[src/rtl/pv2000_pkg.sv]
// Shared definitions for the PV-2000 cartridge loader: FSM state encoding,
// default image/erase address constants and the load-address helper.
// Macro CART_LOADER_ERASE_EN adds the ERASE state to the encoding.
package pv2000_pkg;

    localparam logic [15:0] CART_BASE_DEF = 16'hC000;
    localparam logic [15:0] ERASE_LO_DEF  = 16'h7000;
    localparam logic [15:0] ERASE_LAST    = 16'hFFFF;
    localparam int          HOLD_W        = 16;

    typedef enum logic [1:0] {
        ST_IDLE  = 2'd0,
        ST_LOAD  = 2'd1,
`ifdef CART_LOADER_ERASE_EN
        ST_ERASE = 2'd2,
`endif
        ST_HOLD  = 2'd3
    } loader_state_t;

    // BIOS images land at their own address; cartridge images are shifted by
    // the cartridge base and wrap within the 64 KiB console space.
    function automatic logic [15:0] load_addr(input logic [7:0]  idx,
                                              input logic [15:0] a,
                                              input logic [15:0] base);
        return (idx == 8'h00) ? a : a + base;
    endfunction

endpackage

[src/rtl/cart_eraser.sv]
// Erase-address sequencer: after a start pulse walks addr from ERASE_LO up to
// 16'hFFFF, asserting we every other cycle (write, idle, write, ...).
// Ports: clk/reset, start in; addr, we, done (high with the final write) out.
module cart_eraser
    import pv2000_pkg::*;
#(
    parameter logic [15:0] ERASE_LO = ERASE_LO_DEF
) (
    input  logic        clk,
    input  logic        reset,
    input  logic        start,
    output logic [15:0] addr,
    output logic        we,
    output logic        done
);

    logic        active_q, active_d;
    logic        phase_q, phase_d;   // 0 = write cycle, 1 = idle cycle
    logic [15:0] addr_q, addr_d;

    always_comb begin
        active_d = active_q;
        phase_d  = phase_q;
        addr_d   = addr_q;
        if (start) begin
            active_d = 1'b1;
            phase_d  = 1'b0;
            addr_d   = ERASE_LO;
        end else if (active_q) begin
            if (!phase_q) begin
                // Stop on the last address instead of incrementing, so the
                // counter can never roll over to 0.
                if (addr_q == ERASE_LAST) begin
                    active_d = 1'b0;
                    phase_d  = 1'b0;
                end else begin
                    phase_d = 1'b1;
                end
            end else begin
                phase_d = 1'b0;
                addr_d  = addr_q + 16'd1;
            end
        end
    end

    always_ff @(posedge clk or posedge reset) begin
        if (reset) begin
            active_q <= 1'b0;
            phase_q  <= 1'b0;
            addr_q   <= ERASE_LO;
        end else begin
            active_q <= active_d;
            phase_q  <= phase_d;
            addr_q   <= addr_d;
        end
    end

    assign addr = addr_q;
    assign we   = active_q && !phase_q;
    assign done = we && (addr_q == ERASE_LAST);

endmodule

[src/rtl/cart_loader.sv]
// Cartridge/BIOS loader: muxes console RAM port between CPU passthrough, HPS
// image download (1-cycle registered write) and optional cartridge-RAM erase,
// then holds sys_reset for RST_HOLD cycles. Optional erase: CART_LOADER_ERASE_EN.
// Ports: clk/reset; ioctl_* download in; erase_req; cpu_* in; mem_* out; busy, sys_reset.
module cart_loader
    import pv2000_pkg::*;
#(
    parameter int unsigned RST_HOLD  = 255,
    parameter logic [15:0] CART_BASE = CART_BASE_DEF,
    parameter logic [15:0] ERASE_LO  = ERASE_LO_DEF
) (
    input  logic        clk,
    input  logic        reset,
    input  logic        ioctl_download,
    input  logic [7:0]  ioctl_index,
    input  logic        ioctl_wr,
    input  logic [24:0] ioctl_addr,
    input  logic [7:0]  ioctl_dout,
    input  logic        erase_req,
    input  logic [15:0] cpu_a,
    input  logic        cpu_we_n,
    input  logic [7:0]  cpu_d,
    output logic [15:0] mem_a,
    output logic        mem_we,
    output logic [7:0]  mem_d,
    output logic        busy,
    output logic        sys_reset
);

    localparam logic [HOLD_W-1:0] HOLD_INIT = HOLD_W'(RST_HOLD);

    loader_state_t     state_q, state_d;
    logic [HOLD_W-1:0] cnt_q, cnt_d;

    // Download write stage: one register between the strobe and the RAM.
    logic        ld_we_q, ld_we_d;
    logic [15:0] ld_a_q, ld_a_d;
    logic [7:0]  ld_dat_q, ld_dat_d;

    always_comb begin
        ld_a_d   = ld_a_q;
        ld_dat_d = ld_dat_q;
        // Bytes beyond the 64 KiB window are silently dropped.
        ld_we_d  = (state_q == ST_LOAD) && ioctl_wr && (ioctl_addr[24:16] == 9'd0);
        if (ld_we_d) begin
            ld_a_d   = load_addr(ioctl_index, ioctl_addr[15:0], CART_BASE);
            ld_dat_d = ioctl_dout;
        end
    end

`ifdef CART_LOADER_ERASE_EN
    logic        req_q;
    logic        pend_q, pend_d;
    logic        er_start;
    logic        er_we;
    logic        er_done;
    logic [15:0] er_a;

    // A download waiting in IDLE wins; the erase stays pending behind it.
    assign er_start = (state_q == ST_IDLE) && !ioctl_download && pend_q;

    // Edges seen while already pending merge into the same single erase.
    always_comb begin
        pend_d = (pend_q && !er_start) || (erase_req && !req_q);
    end

    always_ff @(posedge clk or posedge reset) begin
        if (reset) begin
            req_q  <= 1'b0;
            pend_q <= 1'b0;
        end else begin
            req_q  <= erase_req;
            pend_q <= pend_d;
        end
    end

    cart_eraser #(
        .ERASE_LO (ERASE_LO)
    ) u_eraser (
        .clk   (clk),
        .reset (reset),
        .start (er_start),
        .addr  (er_a),
        .we    (er_we),
        .done  (er_done)
    );
`else
    logic [16:0] unused_erase;
    assign unused_erase = {erase_req, ERASE_LO};
`endif

    always_comb begin
        state_d = state_q;
        cnt_d   = cnt_q;
        case (state_q)
            ST_IDLE: begin
                if (ioctl_download) begin
                    state_d = ST_LOAD;
`ifdef CART_LOADER_ERASE_EN
                end else if (pend_q) begin
                    state_d = ST_ERASE;
`endif
                end
            end
            ST_LOAD: begin
                if (!ioctl_download) begin
                    state_d = ST_HOLD;
                    cnt_d   = HOLD_INIT;
                end
            end
`ifdef CART_LOADER_ERASE_EN
            ST_ERASE: begin
                if (er_done) begin
                    state_d = ST_HOLD;
                    cnt_d   = HOLD_INIT;
                end
            end
`endif
            ST_HOLD: begin
                if (ioctl_download) begin
                    state_d = ST_LOAD;
                end else begin
                    // Leave when this decrement brings the counter to 0, so
                    // HOLD spans exactly RST_HOLD cycles.
                    if (cnt_q != '0) begin
                        cnt_d = cnt_q - 1'b1;
                    end
                    if (cnt_q <= 1) begin
                        state_d = ST_IDLE;
                    end
                end
            end
            default: state_d = ST_HOLD;
        endcase
    end

    always_ff @(posedge clk or posedge reset) begin
        if (reset) begin
            state_q  <= ST_HOLD;
            cnt_q    <= HOLD_INIT;
            ld_we_q  <= 1'b0;
            ld_a_q   <= 16'h0000;
            ld_dat_q <= 8'h00;
        end else begin
            state_q  <= state_d;
            cnt_q    <= cnt_d;
            ld_we_q  <= ld_we_d;
            ld_a_q   <= ld_a_d;
            ld_dat_q <= ld_dat_d;
        end
    end

    always_comb begin
        mem_a  = cpu_a;
        mem_d  = cpu_d;
        mem_we = !cpu_we_n;
        busy   = 1'b0;
        case (state_q)
            ST_LOAD: begin
                mem_a  = ld_a_q;
                mem_d  = ld_dat_q;
                mem_we = ld_we_q;
                busy   = 1'b1;
            end
`ifdef CART_LOADER_ERASE_EN
            ST_ERASE: begin
                mem_a  = er_a;
                mem_d  = 8'h00;
                mem_we = er_we;
                busy   = 1'b1;
            end
`endif
            default: ;
        endcase
        // Reset kills any write at once, including CPU passthrough.
        if (reset) begin
            mem_we = 1'b0;
        end
    end

    assign sys_reset = (state_q != ST_IDLE);

endmodule

[config.mk]
export PLATFORM = sky130hd
export DESIGN_NAME = cart_loader
export DESIGN_NICKNAME = d
export VERILOG_FILES = /design/src/rtl/pv2000_pkg.sv /design/src/rtl/cart_eraser.sv /design/src/rtl/cart_loader.sv
export SDC_FILE = /design/constraint.sdc
export NUM_CORES = 1
export LEC_CHECK = 0
export CELL_PAD_IN_SITES_DETAIL_PLACEMENT = 0
export CELL_PAD_IN_SITES_GLOBAL_PLACEMENT = 1
export CORE_ASPECT_RATIO = 0.7
export CORE_MARGIN = 5
export CORE_UTILIZATION = 36
export CTS_BUF_LIST = sky130_fd_sc_hd__clkbuf_4
export DETAILED_ROUTE_END_ITERATION = 6
export PLACE_DENSITY_LB_ADDON = 0.1
export SKIP_LAST_GASP = 1
export SLEW_MARGIN = 20
export SYNTH_ARGS = -nofsm -noshare
export SYNTH_HDL_FRONTEND = slang
export SYNTH_SLANG_ARGS = --single-unit
[constraint.sdc]
create_clock -name clk -period 6.2 [get_ports clk]
set_input_delay 0.93 -clock clk [delete_from_list [all_inputs] [get_ports clk]]
set_output_delay 0.93 -clock clk [all_outputs]
set_load 0.01 [all_outputs]
# [Word level (Yosys, flattened, before mapping)]
# Cells that the tools add are included.
[word_totals] regBits=43 latchBits=0 ram_bits=0 rom_bits=0 out_inout_bits=27 word_cells=41 mem_count=0
[op_classes] addsub=2 n_mul=0 n_div=0 n_lt_le_gt_ge=1 n_eq_ne=7 shift=0 muxes=15 bitwise_logic=0 n_reduce_logical=11
[ops] operator="$mux W16" n=5
[ops] operator="$pmux W16 S2" n=1
[ops] operator="$add A16 B16 Y16 const B" n=1
[ops] operator="$le A16 B1 Y1 const B" n=1
[ops] operator="$reduce_bool A16 Y1" n=1
[ops] operator="$sub A16 B1 Y16 const B" n=1
[ops] operator="$logic_not A9 Y1" n=1
[ops] operator="$logic_not A8 Y1" n=1
[ops] operator="$mux W2" n=4
[ops] operator="$mux W8" n=1
[ops] operator="$ne A2 B2 Y1 const B" n=4
[ops] operator="$pmux W2 S3" n=1
[ops] operator="$reduce_and A4 Y1" n=1
[ops] operator="$reduce_bool A2 Y1" n=2
[ops] operator="$mux W1" n=3
[ops] operator="$ne A3 B3 Y1 const B" n=1
[ops] operator="$reduce_and A3 Y1" n=1
[ops] operator="$eq A2 B1 Y1 const B" n=1
[ops] operator="$eq A2 B2 Y1 const B" n=1
[ops] operator="$logic_and A1 B1 Y1" n=2
[ops] operator="$logic_not A2 Y1" n=1
[ops] operator="$logic_not A1 Y1" n=1

# [Longest topological paths before layout]
# Gate-level depths: netlist of the first run.
[depth] ltp_word=4 depth_mapped=8 depth_no_buf=7

# [Worst setup path after synthesis of the first run]
# Ideal clock, no wire load.
[synth_timing] kind="register to output" start="register state_q[0]" end="output mem_a[0]" arrival_time_ps=1880 setup_slack_ps=3390 stages_incl_launch_ff=5 path_cell_list="dfstp_2 ha_1 clkbuf_1 clkbuf_1 mux2_2"
[synth_via] elab_chain_len=2
[synth_rtl] item="start, declared" line="cart_loader.sv:32" rtl="loader_state_t state_q, state_d;"
[synth_rtl] item="start signal, assigned" line="cart_loader.sv:145" rtl="state_q <= state_d;"
[synth_rtl] item="$eq A2 B1 Y1" line="cart_loader.sv:158" rtl="case (state_q)"
[synth_rtl] item="$mux W16" line="cart_loader.sv:158"
[synth_rtl] item="end, declared" line="cart_loader.sv:23" rtl="output logic [15:0] mem_a,"
# Every way passes these cells.

# [Worst setup path in the final report of the first run]
[layout_timing] start="register state_q[0]" end="output mem_a[11]"
# Same word-level chain as after synthesis.

==> reports/results.ini, run 1 <==
[logic_synthesis]
synth_fa_ha_area_frac = 0.0305
yosys.area_share.simple = 0.150
synthArstFlopShare = 1.00
synth_area_um2 = 2460
synth_xor_area_frac = 0.00356
synth_compound_area_frac = 0.120
syn_inst = 228
synth-seq-cells = 43
netlist-cell-type-count = 47
synth_edf_count = 0
muxShareOfSynthArea = 0.219
synth_top_family_by_area = multiplexers
synth_nets = 305
synth.avg_cell_area_um2 = 10.8
ys_seq_area_frac = 0.443
ys.flop_type = dfrtp_1
yosysWarnings = 0

[clocking]
post_cts_buffers = 0
path_clk_slew_ns = 0.13
numCtsBuffers = 5
ctsHoldBuffers = 0
cts_buffer_depth = 2
insertion_delay_ns = 0.35
cts_sinks = 43
postCtsResizedCells = 0
htreeDepth = 2
root_buffer = clkbuf_4
cts_tree = yes

[timing]
fin_worst_skew_ns = 0.00752
post-route-period-util = 0.523
slew_violations = 0
tns_ns = 0
period_needed_ns = 3.24
rsz0062_at_grt = no
worst_pin_slew_ns = 0.600
relSlewSlack = 0.596
hold_ws_ns = 0.501
setup_violations = 0
max_clock_freq_mhz = 309
hold_violations = 0

[worst_hold_path]
hold_class = flip-flop to flip-flop
hold_depth = 1

[floorplanning]
die_w_um = 109
die_y_um = 79.1
rows = 25
start_util = 0.367
dieArea_um2 = 8610
coreArea_um2 = 6690
io_pins = 98

[critical_path]
cp-start-kind = flip-flop
arrival_ns = 2.31
crit_type = flip-flop to primary output
reg2regPathDepth = 6
cp-end-kind = primary output
path_max_fanout = 31
cp.required_ns = 5.27

[power_and_ir_drop]
power_mw = 1.04
ir_drop_uv = 222
cellLeakagePower_nw = 1.54
power.density_nw_per_um2 = 290

[run]
drv_cap = 0

[final_layout]
area_growth_pct = 45.2
nNetsFinal = 401
n_fill_cell = 624
drive_above_1_share = 0.175
finalInstanceArea_um2 = 3570
diodes = 0
final_util = 0.533
final_cell_mix = 96 x clkdlybuf4s50_1, 33 x dfrtp_1, 31 x mux2_2, 16 x mux2_1, 12 x o21ai_0
final_common_cell = clkdlybuf4s50_1

[detailed_routing]
viasPerCell = 4.99
wirelength_um = 6420
wl_met2_um = 3030
wl_met3_um = 421
vias = 2089
ant_nets = 0
wl_met1_um = 2920
wl_per_cell_um = 15.3
drt_iter0_drc = 76
firstDrtPassIters = 4
drcViolationCount = 0
top_layer_used = met4

[place]
port_buffers = 96
dp_hpwl_um = 4870
placed_cell_area_um2 = 3520
gp_congestion = 0.754

[status]
status = complete, no violations

[global_routing]
antenna_found_initial = 0
grt_max_degree = 44
grt_overflow = 0
gr-usage-all-layers = 0.154
grt_pass1_wl_um = 10300
grt_pass1_vias = 2085

worst max-delay path, cell delays in order, from the launching register on:
cell             delay (ns)
dfstp_2                0.58
ha_1                   0.14
buf_4                  0.34
mux2_2                 0.38
clkdlybuf4s50_1        0.50
final timing paths:
path,from,slack [ns],endpoint
worst max register to register,state_q[0]$_DFFE_PP1P_,3.88,ld_a_q[8]$_DFFE_PP0P_
worst min register to register,ld_a_q[6]$_DFFE_PP0P_,0.50,ld_a_q[6]$_DFFE_PP0P_
min in group asynchronous,reset,1.06,ld_dat_q[3]$_DFFE_PP0P_
worst max-delay path,state_q[0]$_DFFE_PP1P_,2.96,mem_a[11]
worst min-delay path,ld_a_q[6]$_DFFE_PP0P_,0.50,ld_a_q[6]$_DFFE_PP0P_
max in group asynchronous,reset,4.76,state_q[1]$_DFFE_PP1P_
sequential cells by signal (all words and copies together), names as in the netlist:
signal    flops
cnt_q        16
state_q       2
ld_dat_q      8
ld_we_q       1
ld_a_q       16
power by group:
group          internal [mW]  switching (mW)  leakage [nW]
logic                  0.285           0.237         0.940
registers              0.338          0.0383         0.565
clock network         0.0466          0.0924        0.0307
cell type report:
| type | count | area (um^2) | share of cell area |
|---|---|---|---|
| clock buffers | 6 | 45.0 | 0.0126 |
| repair buffers | 99 | 983 | 0.275 |
| flip-flops and latches | 43 | 1090 | 0.305 |
| well taps | 94 | 118 | 0.0329 |
| multi-input cells | 164 | 1290 | 0.361 |
| clock inverters | 2 | 7.51 | 0.00210 |
| inverters | 11 | 41.3 | 0.0116 |
logic make-up (layout without fill, tap and decap cells):
group           Yosys count  after routing
simple gates             63             63
mux                      48             48
compound gates           46             46
flops                    43             43
buf+inv                  21            118
fa+ha+maj                 6              6
xor+xnor                  1              1
per-layer routing:
| metal | global-route usage | up-vias |
|---|---|---|
| met3 | 0.0422 | 5 |
| li1 | - | 1037 |
| met1 | 0.213 | 981 |
| met5 | 0 | - |
| met4 | 0.0340 | 0 |
| met2 | 0.242 | 66 |
per-stage QoR:
| stage | setup WS, ns | instances |
|---|---|---|
| finish | 2.96 | 419 |
| floorplan | 3.39 | 228 |
| detailed placement | 3.17 | 411 |
| CTS | 2.90 | 419 |
| global placement | 3.18 | 411 |
| global route | 2.83 | 419 |
cells in the mapped netlist (2+ instances only):
master	number	area (um^2)
nor3_1	4	20.0
buf_2	3	15.0
dfstp_2	10	263
a21oi_1	8	40.0
a211o_1	3	26.3
or4_1	2	15.0
and4b_1	2	20.0
inv_1	11	41.3
o21ai_0	12	60.1
nand3_1	6	30.0
o21ai_1	5	25.0
clkbuf_1	6	22.5
and3_1	3	18.8
mux2_1	16	180
nor2_1	11	41.3
nor4_1	4	25.0
nand3b_1	3	22.5
a22oi_1	2	15.0
o21a_1	2	15.0
a31oi_1	4	25.0
ha_1	6	75.1
nand2_1	11	41.3
or3_1	5	31.3
mux2_2	31	349
nor4b_1	2	17.5
nand4_1	2	12.5
nor4_2	2	25.0
dfrtp_1	33	826
Power figures use the tool's default switching activity.
==> run 2: changes to the inputs <==
--- a/config.mk
+++ b/config.mk
@@ -9,7 +9,7 @@
 export CELL_PAD_IN_SITES_GLOBAL_PLACEMENT = 1
 export CORE_ASPECT_RATIO = 0.7
 export CORE_MARGIN = 5
-export CORE_UTILIZATION = 36
+export CORE_UTILIZATION = 34
 export CTS_BUF_LIST = sky130_fd_sc_hd__clkbuf_4
 export DETAILED_ROUTE_END_ITERATION = 6
 export PLACE_DENSITY_LB_ADDON = 0.1
==> constraint.sdc (replaced) <==
create_clock -name clk -period 3.3 [get_ports clk]
set_input_delay 0.495 -clock clk [delete_from_list [all_inputs] [get_ports clk]]
set_output_delay 0.495 -clock clk [all_outputs]
set_load 0.01 [all_outputs]
==> run 2 against run 1 <==
  * Global-route usage decreased by 0.54 points
  * Register-to-register slack got worse by 2.9 ns
  * Clock-buffer cell count decreased by 1
  * Critical path depth unchanged
  * Largest power group unchanged
  * Via count increased by 1.3%
  * Critical endpoint is now mem_a[15]
  * Cell area increased by 0.46%
  * Sequential power increased by 88%
  * Core utilization decreased by 1.2 points
  * Clock skew increased by 0.0046 ns
  * Clock power increased by 100%
  * Cell count increased by 0.24%
==> reports/results.ini, run 2 (synthesis gave the netlist of run 1 again) <==
[status]
status = complete, no violations

[timing]
rsz0062_at_grt = no
relSlewSlack = 0.543
fin_worst_skew_ns = 0.0122
max_clock_freq_mhz = 354
worst_pin_slew_ns = 0.686
setup_violations = 0
hold_violations = 0
slew_violations = 0
hold_ws_ns = 0.499
tns_ns = 0
post-route-period-util = 0.857
period_needed_ns = 2.83

[clocking]
cts_tree = yes
cts_buffer_depth = 2
ctsHoldBuffers = 0
numCtsBuffers = 5
htreeDepth = 2
postCtsResizedCells = 0
post_cts_buffers = 0
insertion_delay_ns = 0.36
path_clk_slew_ns = 0.14
root_buffer = clkbuf_4
cts_sinks = 43

[final_layout]
final_common_cell = clkdlybuf4s50_1
seq_area_um2 = 1090
drive_above_1_share = 0.184
diodes = 0
nNetsFinal = 402
n_fill_cell = 662
multi_input_area_um2 = 1290
largestRegisters = cnt_q: 16 flops, ld_a_q: 16 flops, ld_dat_q: 8 flops
final_util = 0.521
final_cell_mix = 96 x clkdlybuf4s50_1, 33 x dfrtp_1, 31 x mux2_2, 16 x mux2_1, 12 x o21ai_0
area_growth_pct = 45.9

[critical_path]
cp.required_ns = 2.80
cpMaxStageDelayCell = dfstp_2
arrival_ns = 2.33
path_max_fanout = 31
crit_chain = ha_1 > buf_4 > mux2_2 > clkdlybuf4s50_1
cp-start-kind = flip-flop
slowest_delay_ns = 0.58
cp-end-kind = primary output
crit_type = flip-flop to primary output

[floorplanning]
coreArea_um2 = 6880
rows = 25
dieArea_um2 = 9060
die_w_um = 112
io_pins = 98
die_y_um = 81.1
start_util = 0.357

[detailed_routing]
drcViolationCount = 0
vias = 2116
drt_iter0_drc = 33
ant_nets = 0
wl_per_cell_um = 15.9
firstDrtPassIters = 5
viasPerCell = 5.04
wirelength_um = 6670

[global_routing]
grt_max_degree = 32
grt_pass1_vias = 2197
antenna_found_initial = 0
grt_pass1_wl_um = 10900
gr-usage-all-layers = 0.149
grt_overflow = 0

[power_and_ir_drop]
power.density_nw_per_um2 = 554
ir_drop_uv = 538
cellLeakagePower_nw = 1.54

[run]
drv_cap = 0

[place]
port_buffers = 96
dp_hpwl_um = 5180
gp_congestion = 0.739

[worst_hold_path]
hold_class = flip-flop to flip-flop

-- run 2: cell count changes in the layout (fill, tap and decap cells not counted) --
cell / change
clkbuf_4: -1
inv_1: +1
clkinvlp_4: +2
clkinv_1: -3
inv_6: +1
buf_4: +1
-- run 2: layout make-up --
| cell class | count | share of cell area |
|---|---|---|
| Clock buffer | 5 | 0.0105 |
| Multi-Input combinational cell | 164 | 0.359 |
| Tap cell | 94 | 0.0328 |
| Timing Repair Buffer | 100 | 0.276 |
| Sequential cell | 43 | 0.303 |
| Inverter | 11 | 0.0115 |
| Clock inverter | 3 | 0.00663 |
-- run 2: path summary, 6_finish.rpt --
| check | endpoint | startpoint | slack (ns) | cells past startpoint |
|---|---|---|---|---|
| max | mem_a[15] | state_q[0]$_DFFE_PP1P_ | 0.47 | 4 |
| min | ld_a_q[14]$_DFFE_PP0P_ | ld_a_q[14]$_DFFE_PP0P_ | 0.50 | 2 |
| max reg2reg | ld_dat_q[4]$_DFFE_PP0P_ | state_q[0]$_DFFE_PP1P_ | 0.99 | 6 |
| min reg2reg | ld_a_q[14]$_DFFE_PP0P_ | ld_a_q[14]$_DFFE_PP0P_ | 0.50 | 2 |
| max in group asynchronous | state_q[0]$_DFFE_PP1P_ | reset | 2.50 | 3 |
| min in group asynchronous | ld_a_q[15]$_DFFE_PP0P_ | reset | 0.51 | 3 |
-- run 2: stage by stage --
stage / power (mW) / cells / cell area, um^2 / setup slack (ns)
after floorplan: 1.29 / 228 / 2460 / 0.925
after global placement: 1.72 / 412 / 3530 / 0.855
after detailed placement: 1.73 / 412 / 3530 / 0.847
after CTS: 2.01 / 420 / 3590 / 0.433
after global routing: 2.13 / 420 / 3590 / 0.359
final: 1.99 / 420 / 3590 / 0.473
-- run 2: where the power goes --
| group | switching, mW | internal [mW] |
|---|---|---|
| logic | 0.462 | 0.537 |
| registers | 0.0728 | 0.635 |
| clock network | 0.193 | 0.0856 |
| total | 0.728 | 1.26 |
-- run 2: per-layer routing --
| metal | global-route usage | routed length [um] | up-vias | part of all wire |
|---|---|---|---|---|
| li1 | - | - | 1033 | - |
| met1 | 0.196 | 3110 | 1020 | 0.47 |
| met2 | 0.246 | 3160 | 58 | 0.47 |
| met3 | 0.0424 | 356 | 5 | 0.053 |
| met4 | 0.0328 | 48 | 0 | 0.0072 |
| met5 | 0 | 0 | - | 0 |
-- run 2: worst max-delay path: cells and delay by family (launching register included) --
family                     cells  cell delay [ns]
adders and majority gates      1             0.14
buffers and inverters          2             0.84
DFF                            1             0.58
muxes                          1             0.39
==> run 3: changes to the inputs <==
--- a/config.mk
+++ b/config.mk
@@ -8,7 +8,7 @@
 export CELL_PAD_IN_SITES_DETAIL_PLACEMENT = 0
 export CELL_PAD_IN_SITES_GLOBAL_PLACEMENT = 1
 export CORE_ASPECT_RATIO = 0.7
-export CORE_MARGIN = 5
+export CORE_MARGIN = 1.5
 export CORE_UTILIZATION = 34
 export CTS_BUF_LIST = sky130_fd_sc_hd__clkbuf_4
 export DETAILED_ROUTE_END_ITERATION = 6
==> run 3 against run 2 <==
  * Sequential share of layout area fell by 0.30 points
  * Cell area rose by 1.0%
  * Largest power group unchanged
  * First-iteration DRC count rose by 88%
  * Global-route usage rose by 1.2 points
  * Via count fell by 0.43%
  * Die area fell by 14%
  * Cell count fell by 0.24%
  * Clock power rose by 52%
==> reports/results.ini, run 3 (synthesis gave the netlist of run 1 again) <==
[critical_path]
path_max_fanout = 31
slowest_delay_ns = 0.58
arrival_ns = 2.32
cp-end-kind = primary output
crit_path_start = state_q[0]$_DFFE_PP1P_
cp-start-kind = flip-flop
cp_top_family = buffers and inverters
crit_type = flip-flop to primary output
crit_chain = ha_1 > buf_4 > mux2_2 > clkdlybuf4s50_1
cpMaxStageDelayCell = dfstp_2
regToRegSetupSlack_ns = 1.00
critPathBufInv = 2
cp.required_ns = 2.80
r2r-start = state_q[0]$_DFFE_PP1P_

[power_and_ir_drop]
switchingPower_mw = 0.712
clkPwrFrac = 0.201
switching_share = 0.336
power.density_nw_per_um2 = 585
internal_power_mw = 1.41
ir_drop_uv = 550
cellLeakagePower_nw = 1.56
power_mw = 2.12
seqPwrFrac = 0.333
power_frac_comb = 0.467

[timing]
rsz0062_at_grt = no
relSlewSlack = 0.585
tns_ns = 0
fin_worst_skew_ns = 0.0187
period_needed_ns = 2.81
worst_pin_slew_ns = 0.623
max_clock_freq_mhz = 355
post-route-period-util = 0.853
setup_violations = 0
hold_violations = 0
slew_violations = 0

[detailed_routing]
firstDrtPassIters = 4
drcViolationCount = 0
ant_nets = 0
drt_iter0_drc = 62
viasPerCell = 5.03
wirelength_um = 6140
vias = 2107
wl_per_cell_um = 14.7

[final_layout]
n_fill_cell = 618
drive_above_1_share = 0.182
seq_area_um2 = 1090
final_cell_mix = 96 x clkdlybuf4s50_1, 33 x dfrtp_1, 31 x mux2_2, 16 x mux2_1, 12 x o21ai_0
multi_input_area_um2 = 1290
final_util = 0.527
final_common_cell = clkdlybuf4s50_1
nNetsFinal = 401
area_growth_pct = 47.4
diodes = 0
largestRegisters = cnt_q: 16 flops, ld_a_q: 16 flops, ld_dat_q: 8 flops

[place]
gp_congestion = 0.794
port_buffers = 96
dp_hpwl_um = 4570

[global_routing]
gr-usage-all-layers = 0.161
grt_busiest_layer = met2
grt_use_met3 = 0.0578
grt_overflow = 0
grt_pass1_vias = 1988
grt_pass1_wl_um = 9760
grt_util_met2 = 0.254
grt_use_met1 = 0.209
antenna_found_initial = 0
grt_max_degree = 44

[worst_hold_path]
hold_class = flip-flop to flip-flop
holdCritStartpoint = ld_a_q[4]$_DFFE_PP0P_

[run]
drv_cap = 0

[clocking]
post_cts_buffers = 0
htreeDepth = 2
path_clk_slew_ns = 0.15
ctsHoldBuffers = 0
cts_tree = yes
cts_buffer_depth = 2
root_buffer = clkbuf_4
cts_sinks = 43
insertion_delay_ns = 0.37
postCtsResizedCells = 0
numCtsBuffers = 5

[status]
status = complete, no violations

[floorplanning]
die_w_um = 105
rows = 25
io_pins = 98
die_y_um = 74.1
start_util = 0.357
dieArea_um2 = 7760
coreArea_um2 = 6880

[run 3: area by class of cell]
| class | count | area share |
|---|---|---|
| multi-input combinational | 164 | 0.355 |
| sequential | 43 | 0.300 |
| timing repair buffer | 99 | 0.271 |
| tap | 94 | 0.0325 |
| clock inverter | 3 | 0.0186 |
| inverter | 11 | 0.0114 |
| clock buffer | 5 | 0.0104 |
[run 3: worst register-to-register path: stages (launching register included)]
cell	delay [ns]
dfstp_2	0.58
ha_1	0.15
buf_4	0.35
nand4_1	0.13
or4_1	0.41
buf_4	0.25
mux2_1	0.35
[run 3: through the flow]
stage / hold slack [ns] / std cells / instance area (um^2) / setup slack (ns)
global placement: 0.462 / 411 / 3520 / 0.849
global route: 0.533 / 419 / 3620 / 0.326
CTS: 0.512 / 419 / 3620 / 0.444
detailed placement: 0.478 / 411 / 3520 / 0.851
floorplan: 0.444 / 228 / 2460 / 0.925
finish: 0.505 / 419 / 3620 / 0.486
[run 3: metal layers]
metal  part of all wire  routed length (um)
met5                  0                   0
met4              0.010                  63
met3              0.095                 581
met2               0.44                2730
met1               0.45                2770
[run 3: final timing paths]
kind,depth (start not counted),to
worst max-delay path,4,mem_a[12]
worst min-delay path,1,ld_a_q[4]$_DFFE_PP0P_
worst max register to register,6,ld_dat_q[3]$_DFFE_PP0P_
worst min register to register,1,ld_a_q[4]$_DFFE_PP0P_
max in group asynchronous,3,cnt_q[2]$_DFFE_PP1P_
min in group asynchronous,3,ld_dat_q[2]$_DFFE_PP0P_
[run 3: power groups by stage]
stage                     sequential, mW  combinational, mW  clock (mW)
after global routing               0.719               1.09       0.458
after floorplan                    0.695              0.596           0
final                              0.705              0.988       0.425
after detailed placement           0.715              0.997           0
after CTS                          0.705               1.00       0.443
after global placement             0.716              0.995           0
